--- config.mk ---
export PLATFORM = sky130hd
export DESIGN_NAME = lc3_fetch_unit
export DESIGN_NICKNAME = d
export VERILOG_FILES = /design/src/rtl/lc3_fetch_pkg.sv /design/src/rtl/lc3_fetch_buf.sv /design/src/rtl/lc3_fetch_unit.sv
export SDC_FILE = /design/constraint.sdc
export NUM_CORES = 1
export LEC_CHECK = 0
export BUFFER_PORTS_ARGS = -buffer_cell sky130_fd_sc_hd__buf_4
export CAP_MARGIN = 40
export CORE_MARGIN = 10
export CORE_UTILIZATION = 50
export DETAILED_ROUTE_END_ITERATION = 12
export GPL_TIMING_DRIVEN = 0
export PLACE_DENSITY = 0.75
export SLEW_MARGIN = 0
export SYNTH_ARGS = -nofsm -noshare
export SYNTH_HDL_FRONTEND = slang
export SYNTH_SLANG_ARGS = --single-unit
--- constraint.sdc ---
create_clock -name clock_i -period 5.7 [get_ports clock_i]
set_input_delay 0.855 -clock clock_i [delete_from_list [all_inputs] [get_ports clock_i]]
set_output_delay 0.855 -clock clock_i [all_outputs]
set_load 0.005 [all_outputs]
--- src/rtl/lc3_fetch_pkg.sv ---
// Shared types and constants for the LC3 fetch stage.
package lc3_fetch_pkg;

   typedef enum logic [1:0] {
      IDLE,
      RUN,
      STALL,
      REDIRECT
   } fetch_state_e;

   typedef struct packed {
      logic [15:0] instr;
      logic [15:0] npc;
   } fetch_entry_s;

   localparam logic [15:0] LC3_RESET_PC = 16'h3000;

endpackage

--- src/rtl/lc3_fetch_buf.sv ---
// Small synchronous FIFO of fetched instructions; flush wins over push and pop.
module lc3_fetch_buf
   import lc3_fetch_pkg::*;
#(
   parameter int DEPTH = 2,
   localparam int CW = $clog2(DEPTH + 1)
) (
   input  logic         clock_i,
   input  logic         reset_i,
   input  logic         push,
   input  fetch_entry_s push_entry,
   input  logic         pop,
   input  logic         flush,
   output fetch_entry_s head,
   output logic [CW-1:0] count,
   output logic         empty,
   output logic         full
);

   localparam int PW = (DEPTH > 1) ? $clog2(DEPTH) : 1;

   fetch_entry_s    mem [DEPTH];
   logic [PW-1:0]   rd_ptr;
   logic [PW-1:0]   wr_ptr;
   logic            push_ok;
   logic            pop_ok;

   function automatic logic [PW-1:0] ptr_inc(input logic [PW-1:0] p);
      return (p == PW'(DEPTH - 1)) ? '0 : p + 1'b1;
   endfunction

   assign empty   = (count == '0);
   assign full    = (count == CW'(DEPTH));
   assign pop_ok  = pop & ~empty;
   assign push_ok = push & (~full | pop_ok);
   assign head    = mem[rd_ptr];

   always_ff @(posedge clock_i or posedge reset_i) begin
      if (reset_i) begin
         rd_ptr <= '0;
         wr_ptr <= '0;
         count  <= '0;
         for (int i = 0; i < DEPTH; i++) mem[i] <= '0;
      end else if (flush) begin
         // Head register keeps its contents so decode outputs hold their last value
         wr_ptr <= rd_ptr;
         count  <= '0;
      end else begin
         if (push_ok) begin
            mem[wr_ptr] <= push_entry;
            wr_ptr      <= ptr_inc(wr_ptr);
         end
         if (pop_ok) rd_ptr <= ptr_inc(rd_ptr);
         if (push_ok & ~pop_ok)      count <= count + 1'b1;
         else if (~push_ok & pop_ok) count <= count - 1'b1;
      end
   end

endmodule

--- src/rtl/lc3_fetch_unit.sv ---
// LC3 fetch stage: PC, fetch state machine, one-deep inflight read tracking
// and the issue decision feeding a small decode-side FIFO.
module lc3_fetch_unit
   import lc3_fetch_pkg::*;
#(
   parameter logic [15:0] RESET_PC  = LC3_RESET_PC,
   parameter int          BUF_DEPTH = 2
) (
   input  logic        clock_i,
   input  logic        reset_i,
   input  logic        enable_fetch_i,
   input  logic        br_taken_i,
   input  logic [15:0] taddr_i,
   output logic        imem_rd_o,
   output logic [15:0] imem_addr_o,
   input  logic [15:0] imem_dout_i,
   input  logic        decode_ready_i,
   output logic        enable_decode_o,
   output logic [15:0] instr_dout_o,
   output logic [15:0] npc_in_o,
   output logic [15:0] pc_o
);

   localparam int CW = $clog2(BUF_DEPTH + 1);

   fetch_state_e  state;
   fetch_state_e  state_next;
   logic [15:0]   pc;
   logic          vld_p1;
   logic [15:0]   tag_p1;
   logic [CW-1:0] count;
   logic          empty;
   logic          full;
   logic          pop;
   logic          push;
   logic          room;
   logic          issue;
   fetch_entry_s  head;
   fetch_entry_s  ret_entry;

   assign pop = enable_decode_o & decode_ready_i;

   // An outstanding read already owns a slot, so it is counted against the room
   always_comb begin
      if (vld_p1) room = (int'(count) + 1) < (BUF_DEPTH + int'(pop));
      else        room = ~full | pop;
   end

   assign issue       = (state == RUN) & enable_fetch_i & ~br_taken_i & room;
   assign push        = vld_p1 & ~br_taken_i;
   assign ret_entry   = '{instr: imem_dout_i, npc: tag_p1};
   assign imem_rd_o   = issue;
   assign imem_addr_o = pc;
   assign pc_o        = pc;

   always_comb begin
      state_next = state;
      if (br_taken_i) begin
         state_next = REDIRECT;
      end else begin
         case (state)
            IDLE:     if (enable_fetch_i)  state_next = RUN;
            RUN:      if (!enable_fetch_i) state_next = STALL;
            STALL:    if (enable_fetch_i)  state_next = RUN;
            REDIRECT: state_next = enable_fetch_i ? RUN : STALL;
            default:  state_next = IDLE;
         endcase
      end
   end

   // Issue stage -> return stage: vld_p1/tag_p1 describe the read on the bus
   always_ff @(posedge clock_i or posedge reset_i) begin
      if (reset_i) begin
         state  <= IDLE;
         pc     <= RESET_PC;
         vld_p1 <= 1'b0;
         tag_p1 <= '0;
      end else begin
         state <= state_next;
         if (br_taken_i) begin
            pc     <= taddr_i;
            vld_p1 <= 1'b0;
         end else if (issue) begin
            pc     <= pc + 16'd1;
            vld_p1 <= 1'b1;
            tag_p1 <= pc + 16'd1;
         end else begin
            vld_p1 <= 1'b0;
         end
      end
   end

   lc3_fetch_buf #(
      .DEPTH(BUF_DEPTH)
   ) u_buf (
      .clock_i    (clock_i),
      .reset_i    (reset_i),
      .push       (push),
      .push_entry (ret_entry),
      .pop        (pop),
      .flush      (br_taken_i),
      .head       (head),
      .count      (count),
      .empty      (empty),
      .full       (full)
   );

   assign enable_decode_o = ~empty;
   assign instr_dout_o    = head.instr;
   assign npc_in_o        = head.npc;

endmodule

==> qor.yml, run 1 <==
outcome:
  status: "finished clean"
floorplanning:
  start_util_pct: 51.38
  dieHeight_um: 120.4
  die-area_um2: 14510
  ios: 103
  rows: 36
  die_w_um: 120.4
  core_um2: 9819
finish:
  drive_gt1_share_pct: 48.87
  regArea_um2: 2580
  antenna_cells: 0
  multi_input_area_um2: 2216
  fin_cells: 663
  fillers: 803
  area_growth_pct: 23.64
  nNetsFinal: 566
route:
  avgRoutedWirePerCell_um: 18.34
  wl_met3_um: 882
  totalWireLength_um: 12160
  met1Wirelength_um: 5365
  wl_met2_um: 5758
  vias_per_cell: 5.514
  drt_iter0_markers: 342
  routed.top_layer: "met4"
  num_vias: 3656
  drtAntennaViolNets: 0
  first_pass_iters: 5
  drc: 0
synth:
  synth.cell_area_um2: 5045
  synth_top_area_share_pct: 50.10
  synth.mux.area_fraction_pct: 23.44
  synth_fa_ha_area_share_pct: 0.9921
  synthXorXnorAreaFrac_pct: 2.604
  synth_top_family_by_area: "multiplexers"
  syn_nets: 451
  ys_seq_area_share_pct: 51.14
  yosysTopAreaCell: "dfrtp_1"
  yosys.area_share.simple_pct: 9.871
  synth_edf_count: 0
  synthTopCellsByArea: "dfrtp_1 (50%), mux2_2 (23%), buf_4 (2.4%)"
  synth_cell_types: 50
  synth_compound_area_share_pct: 7.019
  synth_top_flop_cell: "dfrtp_1"
  avgSynthCellArea_um2: 12.30
  ys_warn_count: 0
  async_flop_share_pct: 100.0
  netlist_instances: 410
  synth_seq_cells: 103
worst_setup_path:
  crit_path_max_fanout: 10
  crit_required_ns: 4.85
  cp-start-kind: "flip-flop"
  reg2reg_depth: 7
  regToRegSetupSlack_ns: 3.07
  reg2reg_from: "u_buf.count[0]"
  crit_arrival_ns: 2.63
  critical_path_class: "reg -> out"
  endpoint_kind: "output port"
  rr_endpoint: "u_buf.mem[36]"
grt:
  grt_pass1_vias: 3870
  grt_pass1_wl_um: 19820
  grt_util_all_layers_pct: 16.80
  grt_start_max_net_pins: 64
  overflow: 0
  antenna_found_initial: 0
clock_tree:
  cts_buffers: 9
  clock_path_buffers: 2
  cts.sinks: 103
  clk_latency_ns: 0.37
  h-tree-depth: 3
  ctsHoldBuffers: 0
  cts_tree: "done"
  root_buffer: "clkbuf_8"
  clk_pin_slew_ns: 0.10
  cts_resized: 0
  postCtsSetupBuffers: 0
timing:
  slew_headroom_pct: 55.70
  finalSetupTns_ns: 0
  drv_slew: 0
  rsz0062_at_grt: "no"
  fin_crit_sh_pct: 61.15
  max_freq_mhz: 286.9
  setup_viol: 0
  final-hold-violation-count: 0
  worst_pin_slew_ns: 0.6614
  period_needed_ns: 3.486
  fin_worst_skew_ns: 0.009681
worst_hold_path:
  hp-start: "u_buf.mem[29]"
  holdPathStages: 1
  hp-class: "reg -> reg"
  whs_endpoint: "u_buf.mem[29]"
power:
  p_leak_nw: 2.982
  p_sw_mw: 0.7561
  p_seq_share_pct: 44.1
  p_total_mw: 2.513
  p_per_area_nw_per_um2: 402.9
  p_comb_share_pct: 35.3
  internal-power_mw: 1.757
  power.share.clock_pct: 20.6
  ir_drop_mv: 0.2327
  switching_share_pct: 30.08
placement:
  place_inst: 647
  place.gp.congestion: 0.8682
  io_buffers: 102
  dpl.hpwl_um: 8747
run:
  maxCapViolations: 0
-- power by group through the flow --
stage               Sequential (mW)  Clock, mW  Combinational [mW]
floorplan                      1.08          0               0.547
global placement               1.10          0               0.877
detailed placement             1.12          0               0.900
CTS                            1.11      0.530               0.904
global route                   1.14      0.562               0.976
finish                         1.11      0.517               0.886
-- worst max path at each step --
stage                         from              to  cells after the start
global route        u_buf.count[0]       imem_rd_o                      8
CTS                 u_buf.count[0]       imem_rd_o                      8
global placement           reset_i   u_buf.mem[42]                      2
floorplan                  reset_i  imem_addr_o[0]                      1
detailed placement      br_taken_i       imem_rd_o                      7
finish              u_buf.count[0]       imem_rd_o                      8
-- cell usage in the layout, fill, tap and decap left out, types with 5 or more instances in the layout --
cell      Yosys  routed
buf_4        16     118
mux2_2      105     105
dfrtp_1     101     101
o21ai_0      18      18
nand2_1      16      16
clkbuf_1     12      13
nand4_1      12      12
buf_2        10      11
xnor2_1      11      11
nor2b_1      10      10
a21oi_1       9       9
clkbuf_8      0       9
nand2b_1      7       7
inv_1         6       5
nor2_1        5       5
and2_1        5       5
-- cells in the mapped netlist, types with 2 or more instances --
cell type,number
nand2_1,16
nand2b_1,7
nand4_1,12
buf_1,2
clkbuf_1,12
mux2_2,105
inv_1,6
or4_1,4
nor3_1,4
dfstp_2,2
a221o_1,4
a21oi_1,9
nand4b_1,2
xor2_1,4
o31ai_1,2
and4_1,2
nand3_1,4
xnor2_1,11
nor2_1,5
buf_4,16
a31oi_1,3
o211ai_1,4
buf_2,10
dfrtp_1,101
ha_1,4
a211o_1,4
and2_1,5
o21ai_0,18
nor2b_1,10
o31a_1,2
-- state kept, by name, summed over array words and instances (netlist names) --
register	cells
u_buf.mem	64
imem_addr_o	16
u_buf.wr_ptr	1
state	2
tag_p1	16
u_buf.rd_ptr	1
vld_p1	1
u_buf.count	2
-- final cells by class --
cell class	instances	area share, %
sequential	103	41.36
multi-input combinational	260	35.53
timing repair buffer	104	12.80
buffer	40	3.571
tap	133	2.668
clock buffer	10	2.046
clock inverter	6	1.565
inverter	7	0.4614
-- kinds of logic (layout without fill, tap and decap cells) --
group,Yosys count,in the layout
xor+xnor,15,15
fa+ha+maj,4,4
flops,103,103
compound gates,54,54
mux,105,105
simple gates,82,82
buf+inv,47,167
-- worst max-delay path, cell delays in order (launching register included) --
cell and delay (ns):
dfrtp_1 0.42, inv_1 0.11, ha_1 0.26, nand3b_1 0.20
a31oi_1 0.54, nand2_1 0.17, clkbuf_1 0.30, inv_1 0.14
buf_4 0.12
-- metrics by stage --
| stage | worst slack, ns | hold slack (ns) | util, % | area (µm²) |
|---|---|---|---|---|
| final | 2.214 | 0.5123 | 63.52 | 6237 |
| after global routing | 2.024 | 0.5246 | 63.52 | 6237 |
| after CTS | 2.217 | 0.5153 | 63.52 | 6237 |
| after detailed placement | 2.382 | 0.4908 | 61.23 | 6012 |
| after global placement | 1.044 | 0.4828 | 60.87 | 5977 |
| after floorplan | 2.144 | 0.4607 | - | 5045 |
-- per-layer routing --
layer	vias to the layer above	global-route usage [%]
met3	14	5.398
met4	0	3.695
met1	1801	21.04
met2	145	27.77
met5	-	0
li1	1696	-
Note: power is estimated with default switching activity, not from simulation.
==> run 2, diff against run 1 <==
Clock period 5.7 ns to 3.3 ns, I/O delays scaled along.
==> run 2 against run 1 <==
  * Count of clock-buffer cells in the layout unchanged
  * First-iteration DRC count grew 3.2%
  * Clock power is 73% higher
  * Power rose by 73%
  * Sequential power grew 73%
  * Largest power group unchanged
==> qor.yml, run 2 (synthesis gave the netlist of run 1 again) <==
clock_tree:
  postCtsSetupBuffers: 0
  clock_path_buffers: 2
  cts_buffers: 9
  cts_tree: "done"
  cts.sinks: 103
  h-tree-depth: 3
  root_buffer: "clkbuf_8"
  clk_pin_slew_ns: 0.10
  clk_latency_ns: 0.37
worst_hold_path:
  hp-class: "in -> async"
worst_setup_path:
  cp-start-kind: "flip-flop"
  regToRegSetupSlack_ns: 0.67
  critical_path.slowest_cell: "dfrtp_1"
  critPathMostFrequentCell: "inv_1"
  path_cells: "inv_1, ha_1, nand3b_1, a31oi_2, nand2_1, clkbuf_1, inv_1, buf_4"
  endpoint_kind: "output port"
  critPathCapture: "imem_rd_o"
  crit_required_ns: 2.80
  cpPeakStageDelay_ns: 0.42
  reg2reg_depth: 7
  rr_endpoint: "u_buf.mem[36]"
  reg2reg_from: "u_buf.count[0]"
  critical_path_class: "reg -> out"
  crit_arrival_ns: 2.47
  crit_start: "u_buf.count[0]"
  crit_path_max_fanout: 10
timing:
  fin_crit_sh_pct: 89.95
  period_needed_ns: 2.968
  slew_headroom_pct: 55.68
  worst_pin_slew_ns: 0.6649
  max_freq_mhz: 336.9
  setup_viol: 0
  finalSetupTns_ns: 0
  drv_slew: 0
  final-hold-violation-count: 0
  rsz0062_at_grt: "no"
  fin_worst_skew_ns: 0.009681
finish:
  largest_register_ffs: 64
  fin_cells: 663
  nNetsFinal: 566
  area_growth_pct: 23.76
  largest_register: "u_buf.mem"
  antenna_cells: 0
  drive_gt1_share_pct: 49.06
  fillers: 801
  final_common_cell: "buf_4"
  final_cell_mix: "buf_4 (118), mux2_2 (105), dfrtp_1 (101)"
  final_cell_area_um2: 6243
  utilization_pct: 63.58
power:
  internal-power_mw: 3.036
  switching_share_pct: 30.12
  p_leak_nw: 2.983
  p_total_mw: 4.344
  p_seq_share_pct: 44.1
  p_sw_mw: 1.309
  p_comb_share_pct: 35.3
  p_per_area_nw_per_um2: 695.8
  ir_drop_mv: 0.4020
  power.share.clock_pct: 20.6
placement:
  place.gp.congestion: 0.8682
  io_buffers: 102
  dpl.hpwl_um: 8747
  placed_cell_area_um2: 6012
  place_inst: 647
run:
  maxCapViolations: 0
route:
  num_vias: 3661
  totalWireLength_um: 12170
  drtAntennaViolNets: 0
  vias_per_cell: 5.522
  avgRoutedWirePerCell_um: 18.36
  first_pass_iters: 5
  drc: 0
  drt_iter0_markers: 353
grt:
  grt_pass1_vias: 3870
  antenna_found_initial: 0
  grt_pass1_wl_um: 19820
  grt_start_max_net_pins: 64
  overflow: 0
  grt_util_all_layers_pct: 16.80
floorplanning:
  die_w_um: 120.4
  rows: 36
  dieHeight_um: 120.4
  ios: 103
  die-area_um2: 14510
  start_util_pct: 51.38
  core_um2: 9819
outcome:
  status: "finished clean"
[run 2: changes by cell type in the layout (fill, tap and decap cells not counted)]
cell / before / now
a31oi_1: 3 / 2
a31oi_2: 0 / 1
[run 2: what timing repair did]
item / 4_1_cts / 5_1_grt
gates resized for setup: 0 / 1
endpoints found under the hold margin: 0 / 0
endpoints found under the setup margin: 0 / 1
hold buffers: 0 / 0
[run 2: power groups by stage]
stage	logic (mW)	clock network (mW)	registers, mW
after CTS	1.56	0.916	1.92
after global routing	1.69	0.971	1.98
final	1.53	0.894	1.92
after detailed placement	1.55	0	1.94
after global placement	1.52	0	1.91
after floorplan	0.944	0	1.86
[run 2: critical path, delay by kind of cell, from the launching register on]
family	cells	cell delay (ns)
AND/OR/NAND/NOR	2	0.35
buffers and inverters	4	0.66
AO/OA/AOI/OAI	1	0.41
adder cells (fa/ha/maj)	1	0.26
flip-flops	1	0.42
[run 2: area by class of cell]
type | instances | area [µm²] | area share, %
sequential | 103 | 2580 | 41.32
multi-input combinational | 260 | 2222 | 35.59
timing repair buffer | 104 | 798.3 | 12.79
buffer | 40 | 222.7 | 3.567
tap | 133 | 166.4 | 2.665
clock buffer | 10 | 127.6 | 2.044
clock inverter | 6 | 97.59 | 1.563
inverter | 7 | 28.78 | 0.4609
[run 2: worst min path at each step]
stage,from,to,slack (ns),cells past startpoint
floorplan,tag_p1[0],tag_p1[0],0.46,1
finish,reset_i,u_buf.mem[21],0.16,2
global route,reset_i,u_buf.mem[53],0.19,2
detailed placement,u_buf.mem[28],u_buf.mem[28],0.49,1
CTS,reset_i,u_buf.mem[53],0.17,2
global placement,u_buf.mem[22],u_buf.mem[22],0.48,1
[run 2: metrics by stage]
| stage | worst slack (ns) | hold WS [ns] |
|---|---|---|
| after detailed placement | 0.5874 | 0.4908 |
| after floorplan | 0.1045 | 0.4607 |
| final | 0.3316 | 0.1578 |
| after global placement | -0.9960 | 0.4828 |
| after global routing | 0.1610 | 0.1880 |
| after CTS | 0.1768 | 0.1657 |
[run 2: layer usage]
metal | routed length, µm | vias to the layer above | part of all wire [%] | global-route usage (%)
met2 | 5770 | 150 | 47 | 27.77
li1 | - | 1696 | - | -
met1 | 5359 | 1801 | 44 | 21.04
met3 | 886 | 14 | 7.3 | 5.398
met4 | 155 | 0 | 1.3 | 3.695
met5 | 0 | - | 0 | 0
